===== config.mk =====
export PLATFORM = sky130hd
export DESIGN_NAME = device_cmd_transmitter
export DESIGN_NICKNAME = d
export VERILOG_FILES = /design/src/rtl/device_cmd_transmitter.sv
export SDC_FILE = /design/constraint.sdc
export NUM_CORES = 1
export LEC_CHECK = 0
export BUFFER_PORTS_ARGS = -buffer_cell sky130_fd_sc_hd__buf_2
export CAP_MARGIN = 0
export CORE_MARGIN = 2
export CORE_UTILIZATION = 54
export CTS_CLUSTER_DIAMETER = 200
export CTS_CLUSTER_SIZE = 40
export DETAILED_ROUTE_END_ITERATION = 8
export PLACE_DENSITY_LB_ADDON = 0.08
export SLEW_MARGIN = 20
export SYNTH_ARGS = -nofsm -noshare
export SYNTH_HDL_FRONTEND = slang
export SYNTH_SLANG_ARGS = --single-unit

===== constraint.sdc =====
create_clock -name clk_device -period 3.95 [get_ports clk_device]
set_input_delay 0.395 -clock clk_device [delete_from_list [all_inputs] [get_ports clk_device]]
set_output_delay 0.395 -clock clk_device [all_outputs]
set_load 0.005 [all_outputs]

===== src/rtl/device_cmd_transmitter.sv =====
// Serialises a command request and its 16-bit data words into a cs_n-framed byte stream.
// First strobe CS_SETUP+1 cycles after start; a word high byte waits in GAP until wr_data_valid.
module device_cmd_transmitter #(
  parameter int ADDRESS_WIDTH = 25,
  parameter int DATA_WIDTH    = 16,
  parameter int COUNT_WIDTH   = 16,
  parameter int CS_SETUP      = 4,
  parameter int BYTE_GAP      = 3,
  parameter int CS_HOLD       = 4,
  parameter int CS_IDLE       = 8
) (
  input  logic                     clk_device,
  input  logic                     reset_n,
  input  logic                     start,
  input  logic [7:0]               cmd_code,
  input  logic [ADDRESS_WIDTH-1:0] cmd_address,
  input  logic [COUNT_WIDTH-1:0]   cmd_word_count,
  input  logic [DATA_WIDTH-1:0]    wr_data,
  input  logic                     wr_data_valid,
  output logic                     wr_data_ready,
  output logic                     busy,
  output logic                     done,
  output logic                     cs_n,
  output logic [7:0]               tx_byte,
  output logic                     tx_byte_valid
);

  localparam logic [7:0] CODE_WRITE = 8'd10;
  localparam logic [7:0] CODE_FLIP  = 8'd20;

  typedef enum logic [2:0] {
    S_IDLE, S_SETUP, S_SEND, S_GAP, S_HOLD, S_RECOVER
  } state_t;

  typedef enum logic [1:0] {PH_HDR, PH_HI, PH_LO} phase_t;

  state_t                   state, state_nxt;
  phase_t                   phase;
  logic [7:0]               tmr, tmr_nxt, tmr_lim;
  logic [7:0]               code_q;
  logic [ADDRESS_WIDTH-1:0] addr_q;
  logic [COUNT_WIDTH-1:0]   words_left;
  logic [2:0]               hdr_idx;
  logic [7:0]               lo_q;
  logic [7:0]               tx_byte_q;
  logic [7:0]               byte_cur;
  logic [31:0]              addr32;
  logic [2:0]               hdr_last;
  logic                     is_write;
  logic                     more_bytes;

  assign addr32   = 32'(addr_q);
  assign is_write = (code_q == CODE_WRITE);
  assign hdr_last = (code_q == CODE_FLIP) ? 3'd0 : 3'd4;

  always_comb begin
    byte_cur   = 8'h00;
    more_bytes = 1'b0;
    case (phase)
      PH_HDR: begin
        case (hdr_idx)
          3'd0:    byte_cur = code_q;
          3'd1:    byte_cur = addr32[31:24];
          3'd2:    byte_cur = addr32[23:16];
          3'd3:    byte_cur = addr32[15:8];
          3'd4:    byte_cur = addr32[7:0];
          default: byte_cur = 8'h00;
        endcase
        more_bytes = (hdr_idx != hdr_last) ||
                     (is_write && (words_left != '0));
      end
      PH_HI: begin
        byte_cur   = wr_data[15:8];
        more_bytes = 1'b1;
      end
      PH_LO: begin
        byte_cur   = lo_q;
        more_bytes = (words_left != COUNT_WIDTH'(1));
      end
      default: begin
        byte_cur   = 8'h00;
        more_bytes = 1'b0;
      end
    endcase
  end

  always_comb begin
    state_nxt = state;
    tmr_lim   = 8'd0;
    case (state)
      S_IDLE: begin
        if (start) state_nxt = S_SETUP;
      end
      S_SETUP: begin
        tmr_lim = 8'(CS_SETUP - 1);
        if (tmr == tmr_lim) state_nxt = S_SEND;
      end
      S_SEND: begin
        state_nxt = more_bytes ? S_GAP : S_HOLD;
      end
      S_GAP: begin
        // A pending high byte cannot leave GAP until the source has a word.
        tmr_lim = 8'(BYTE_GAP - 1);
        if ((tmr == tmr_lim) && ((phase != PH_HI) || wr_data_valid))
          state_nxt = S_SEND;
      end
      S_HOLD: begin
        tmr_lim = 8'(CS_HOLD - 1);
        if (tmr == tmr_lim) state_nxt = S_RECOVER;
      end
      S_RECOVER: begin
        tmr_lim = 8'(CS_IDLE - 1);
        if (tmr == tmr_lim) state_nxt = S_IDLE;
      end
      default: state_nxt = S_IDLE;
    endcase

    if (state_nxt != state) tmr_nxt = 8'd0;
    else if (tmr == tmr_lim) tmr_nxt = tmr;
    else                     tmr_nxt = tmr + 8'd1;
  end

  always_ff @(posedge clk_device or negedge reset_n) begin
    if (!reset_n) begin
      state      <= S_IDLE;
      phase      <= PH_HDR;
      tmr        <= 8'd0;
      code_q     <= 8'd0;
      addr_q     <= '0;
      words_left <= '0;
      hdr_idx    <= 3'd0;
      lo_q       <= 8'd0;
      tx_byte_q  <= 8'd0;
    end else begin
      state <= state_nxt;
      tmr   <= tmr_nxt;
      if (state == S_IDLE && start) begin
        code_q     <= cmd_code;
        addr_q     <= cmd_address;
        words_left <= cmd_word_count;
        hdr_idx    <= 3'd0;
        phase      <= PH_HDR;
      end
      if (state == S_SEND) begin
        tx_byte_q <= byte_cur;
        case (phase)
          PH_HDR: begin
            if (hdr_idx == hdr_last) begin
              if (is_write && (words_left != '0)) phase <= PH_HI;
            end else begin
              hdr_idx <= hdr_idx + 3'd1;
            end
          end
          PH_HI: begin
            lo_q  <= wr_data[7:0];
            phase <= PH_LO;
          end
          PH_LO: begin
            words_left <= words_left - COUNT_WIDTH'(1);
            phase      <= PH_HI;
          end
          default: phase <= PH_HDR;
        endcase
      end
    end
  end

  assign cs_n          = !((state == S_SETUP) || (state == S_SEND) ||
                           (state == S_GAP)   || (state == S_HOLD));
  assign busy          = (state != S_IDLE);
  assign done          = (state == S_RECOVER) && (tmr == 8'd0);
  assign tx_byte_valid = (state == S_SEND);
  assign wr_data_ready = (state == S_SEND) && (phase == PH_HI);
  assign tx_byte       = tx_byte_valid ? byte_cur : tx_byte_q;

endmodule


; ---- Word level (Yosys, flattened, before mapping)
; Index checks and enable logic that the tools add are counted.
[op_classes]
add_sub_neg = 3
eq_ne = 23
n_mux = 27
reduce_logical = 19
[ops]
columns = op, n
row1 = 16-bit 2-to-1 mux, 3
row2 = 8-bit case mux with 5 select lines, 1
row3 = 3-bit 2-to-1 mux, 11
row4 = 8-bit 2-to-1 mux, 3
row5 = 8-bit case mux with 3 select lines, 1
row6 = 3-bit case mux with 6 select lines, 1
row7 = "8-bit by 2-bit == test with 1-bit output, second input constant", 2
row8 = "16-bit by 1-bit != test with 1-bit output, second input constant", 1
row9 = 16-bit nonzero test, 1
row10 = "16-bit by 1-bit subtractor with 16-bit output, second input constant", 1
row11 = "3-bit by 2-bit == test with 1-bit output, second input constant", 4
row12 = "3-bit == test, second input constant", 3
row13 = 3-bit case mux with 3 select lines, 1
row14 = "8-bit by 1-bit adder with 8-bit output, second input constant", 1
row15 = "8-bit by 3-bit == test with 1-bit output, second input constant", 1
row16 = "8-bit by 4-bit == test with 1-bit output, second input constant", 1
row17 = "8-bit by 5-bit == test with 1-bit output, second input constant", 1
row18 = 8-bit == test, 1
row19 = 8-bit logical NOT, 1
row20 = 2-bit 2-to-1 mux, 4
row21 = "3-bit by 1-bit == test with 1-bit output, second input constant", 2
row22 = 3-bit logical NOT, 2
row23 = 3-bit != test, 2
row24 = 2-bit case mux with 3 select lines, 1
row25 = other kinds (14), 22
[totals]
regBits = 81
in_bits = 69
word_cells = 81

; ---- Depth between registers and ports, before layout
[logic_depth]
depth_word = 9
mapped_depth = 8
mapped_depth_nobuf = 7

; ---- Worst setup path after synthesis
; OpenSTA, ideal clock, no wires.
[synth_path]
path_type = register -> output
startpoint = register hdr_idx[2]
endpoint = output tx_byte[1]
arrival_ps = 1756
required_time_ps = 3555
slack_ps = 1799
stages_incl_launch_ff = 9
n_path_buf = 2
path_cell_list = dfrtp_1 > buf_1 > inv_1 > ha_1 > buf_1 > a222oi_1 > a211oi_1 > a21oi_1 > o21ai_0
[synth_between]
elab_chain_cells = 4
word_cells_on_any_way = 8
classes_between = 4 x eq/ne / 3 x mux / 1 x reduce/logical
[synth_rtl]
columns = item, line
row1 = from (decl), 43  ; logic [2:0] hdr_idx;
row2 = from (signal assigned), 151  ; hdr_idx <= hdr_idx + 3'd1;
row3 = "3-bit == test, or another cell as far along", 61  ; case (hdr_idx)
row4 = 8-bit case mux with 5 select lines *, 61
row5 = 8-bit case mux with 3 select lines *, 59  ; case (phase)
row6 = 8-bit 2-to-1 mux *, -
row7 = to (decl), 24  ; output logic [7:0] tx_byte,
; Mark *: on every way between the ends. The rest lies on a longest branch, timed or not.

; ---- Worst setup path after layout
[layout_path]
startpoint = register state[1]
endpoint = output wr_data_ready
[layout_between]
elab_chain_cells = 2
[layout_rtl]
columns = item, line
row1 = from (decl), 37  ; state_t state, state_nxt;
row2 = from (signal assigned), 135  ; state <= state_nxt;
row3 = 3-bit by 2-bit == test with 1-bit output, 173  ; assign wr_data_ready = (state == S_SEND) && (phase == PH_HI);
row4 = 1-bit logical AND, 173
row5 = to (decl), 20  ; output logic wr_data_ready,
; Every way passes these cells.

==> run_results.csv <==
group,metric,value,unit
power_and_ir_drop,p_int,2.05,mW
timing,finClkSkew,8.54,ps
timing,final_hold_viol_count,0,
floorplan,fp.dieH,93.6,um
final_layout,mostFrequentLayoutCells,"nand2_1 (157), dfrtp_1 (81), buf_2 (80)",
placed_design,dpl.hpwl,7120,um
job,drv_cap,0,
global_routing,grtUsageTotal,0.250,
critical_path,crit_fanout,21,
global_routing,grt_pass1_wl,17500,um
global_routing,grt_pass1_vias,3770,
clocking,insertion_delay,350,ps
timing,max_freq,330,MHz
clocking,clock-sinks,81,
critical_path,crit_buf_inv,3,
clocking,cts_made_buffers,9,
power_and_ir_drop,p_seq_frac,0.432,
synthesis,synth_enable_flop_cells,0,
global_routing,grt.overflow.total,0,
floorplan,start_util,0.558,
route,first_pass_iters,5,
route,drc,0,
clocking,clk_pin_slew_worst_paths,80,ps
final_layout,drive_gt1_frac,0.198,
floorplan,rows,32,
synthesis,postSynthAreaPerCell,8.55,um2
timing,drv_slew,0,
critical_path,critPathArrivalTime,2630,ps
final_layout,fin_cells,682,
timing,rsz0062_at_grt,"false",
final_layout,final_common_cell,"nand2_1",
final_layout,nFillCells,695,
synthesis,synth_nets,587,
floorplan,die_w,93.6,um
synthesis,synth_cells,507,
route,ant_nets,0,
timing,finalSetupViolCount,0,
power_and_ir_drop,peakVddDrop,313,uV
floorplan,die_area,0.00876,mm2
critical_path,cp-start-kind,"flop",
route,initialDrtViolationCount,299,
timing,fin_crit_sh,0.767,
clocking,cts_buffer_depth,2,
critical_path,worstPathRequired,3560,ps
timing,period_needed,3030,ps
synthesis,async_reset_ff_frac,1.00,
clocking,htreeDepth,3,
clocking,post_cts_resized,0,
final_layout,area_growth,14.5,%
timing,tightest_slew,753,ps
power_and_ir_drop,total_leakage_power,2.34,nW
route,wire_per_inst,15.1,um
placed_design,gp_congestion,0.873,
synthesis,ys_types,55,
critical_path,critical_path.top_delay_family,"simple AND/OR/NAND/NOR gates",
critical_path,path_depth,5,
power_and_ir_drop,comb_power_share,0.415,
power_and_ir_drop,p_per_area,714,mW/mm2
floorplan,ios,82,
clocking,clock-root-buffer,"clkbuf_8",
placed_design,port_buffers,81,
clocking,ctsHoldBuffers,0,
global_routing,antenna_found_initial,0,
route,vias_per_cell,5.65,
route,num_vias,3855,
critical_path,critPathKind,"reg2out",
timing,finalSetupTns,0,ps
power_and_ir_drop,total_power,3.55,mW
timing,holdWs,67.8,ps
route,wirelength,10300,um
placed_design,dp_cells,666,
global_routing,grt_max_degree,82,
critical_path,slowest_delay,680,ps
min_path,hp-class,"in2async",
run_status,status,"finished clean",
synthesis,ys_warn_count,0,
synthesis,syn_area,0.00434,mm2
final_layout,nets,655,
power_and_ir_drop,p_sw_frac,0.423,
critical_path,cp-end-kind,"primary output",
critical_path,reg2regPathDepth,6,
critical_path,path_cells,"or3b_2 > inv_1 > nand3_1 > clkinv_1 > buf_2",
floorplan,core_area,0.00777,mm2
synthesis,ys_ff_latch,81,
final_layout,antenna_cells,0,
timing,relSlewSlack,0.498,
power_and_ir_drop,p_sw,1.50,mW
clocking,cts_tree,"yes",
synthesis,synth_top_flop_cell,"dfrtp_1",
power_and_ir_drop,pwr-share-clk,0.154,
critical_path,cp_slowest_cell,"or3b_2",
synthesis,yosysSeqAreaShare,0.468,
clocking,post-cts-setup-buffers,0,
-- metrics by stage --
step / area, um2 / util / worst slack (ps)
after global placement: 4790 / 0.617 / 1250
after detailed placement: 4790 / 0.617 / 1130
final: 4970 / 0.639 / 922
after CTS: 4960 / 0.639 / 927
after global routing: 4970 / 0.639 / 715
after floorplan: 4340 / - / 1800
-- registers in the layout, summed over array words and instances, names as in the netlist --
register,count
addr_q,25
words_left,16
code_q,8
lo_q,8
tmr,8
tx_byte_q,8
hdr_idx,3
state,3
phase,2
-- power groups by stage --
stage	clock network [mW]	logic [mW]	registers, mW
CTS	0.562	1.48	1.52
floorplan	0	1.17	1.39
global route	0.594	1.67	1.58
detailed placement	0	1.47	1.54
finish	0.545	1.47	1.53
global placement	0	1.42	1.52
-- cell type report --
type | count | area, um2 | area share
Clock buffer | 11 | 141 | 0.0285
Clock inverter | 5 | 31.3 | 0.00630
Inverter | 16 | 60.1 | 0.0121
Multi-Input combinational cell | 383 | 2140 | 0.432
Sequential cell | 81 | 2030 | 0.408
Tap cell | 102 | 128 | 0.0257
Timing Repair Buffer | 84 | 434 | 0.0874
-- synth_stat cells (2+ instances only) --
| library cell | number | share of area |
|---|---|---|
| nand4_1 | 2 | 0.0029 |
| a211oi_1 | 14 | 0.024 |
| a31o_1 | 2 | 0.0040 |
| o21ai_0 | 19 | 0.022 |
| nand2_1 | 157 | 0.14 |
| clkbuf_1 | 19 | 0.016 |
| a222oi_1 | 8 | 0.018 |
| nor3b_1 | 3 | 0.0052 |
| nor2_1 | 31 | 0.027 |
| a32oi_1 | 2 | 0.0040 |
| nand2b_1 | 5 | 0.0072 |
| buf_1 | 4 | 0.0035 |
| o22ai_1 | 4 | 0.0058 |
| nor2b_1 | 7 | 0.010 |
| clkinv_1 | 2 | 0.0017 |
| xor2_1 | 4 | 0.0081 |
| dfrtp_1 | 81 | 0.47 |
| o311ai_0 | 2 | 0.0040 |
| nand3b_1 | 2 | 0.0035 |
| nor4_1 | 7 | 0.010 |
| or3_1 | 3 | 0.0043 |
| a31oi_1 | 3 | 0.0043 |
| mux2i_1 | 4 | 0.0092 |
| o31ai_1 | 5 | 0.0087 |
| ha_1 | 11 | 0.032 |
| buf_2 | 4 | 0.0046 |
| and3_1 | 3 | 0.0043 |
| inv_1 | 14 | 0.012 |
| mux2_2 | 7 | 0.018 |
| a21oi_1 | 27 | 0.031 |
| or4_4 | 2 | 0.0052 |
| o32ai_1 | 2 | 0.0040 |
| a311oi_1 | 4 | 0.0081 |
| nor3_1 | 14 | 0.016 |
| nand3_1 | 9 | 0.010 |
-- logic make-up after synthesis --
kind of cell / synth area share
flops: 0.468
buf+inv: 0.0384
compound gates: 0.169
simple gates: 0.256
mux: 0.0274
xor+xnor: 0.0101
fa+ha+maj: 0.0317
-- worst register-to-register path, delay by kind of cell (launching register included) --
kind	cells	cell delay, ps
flops	1	620
compound gates	2	420
buf+inv	1	230
simple gates	3	1510
-- routing by layer --
metal | wire length (um) | global-route usage | share of wire | vias to the layer above
met5 | 0 | 0 | 0 | -
met4 | 214 | 0.0882 | 0.021 | 0
met3 | 476 | 0.0290 | 0.046 | 19
met2 | 4900 | 0.404 | 0.48 | 113
met1 | 4680 | 0.350 | 0.46 | 1807
li1 | - | - | - | 1916
-- worst paths after layout --
| kind | start | to | slack, ps |
|---|---|---|---|
| max in group asynchronous | reset_n | addr_q[24] | 3340 |
| hold / removal | reset_n | words_left[6] | 70 |
| setup / recovery | state[1] | wr_data_ready | 920 |
| min in group clk_device | cmd_code[3] | code_q[3] | 230 |
| hold reg to reg | addr_q[6] | addr_q[6] | 480 |
| setup reg to reg | state[1] | words_left[11] | 1070 |
(Power assumes the default switching activity.)
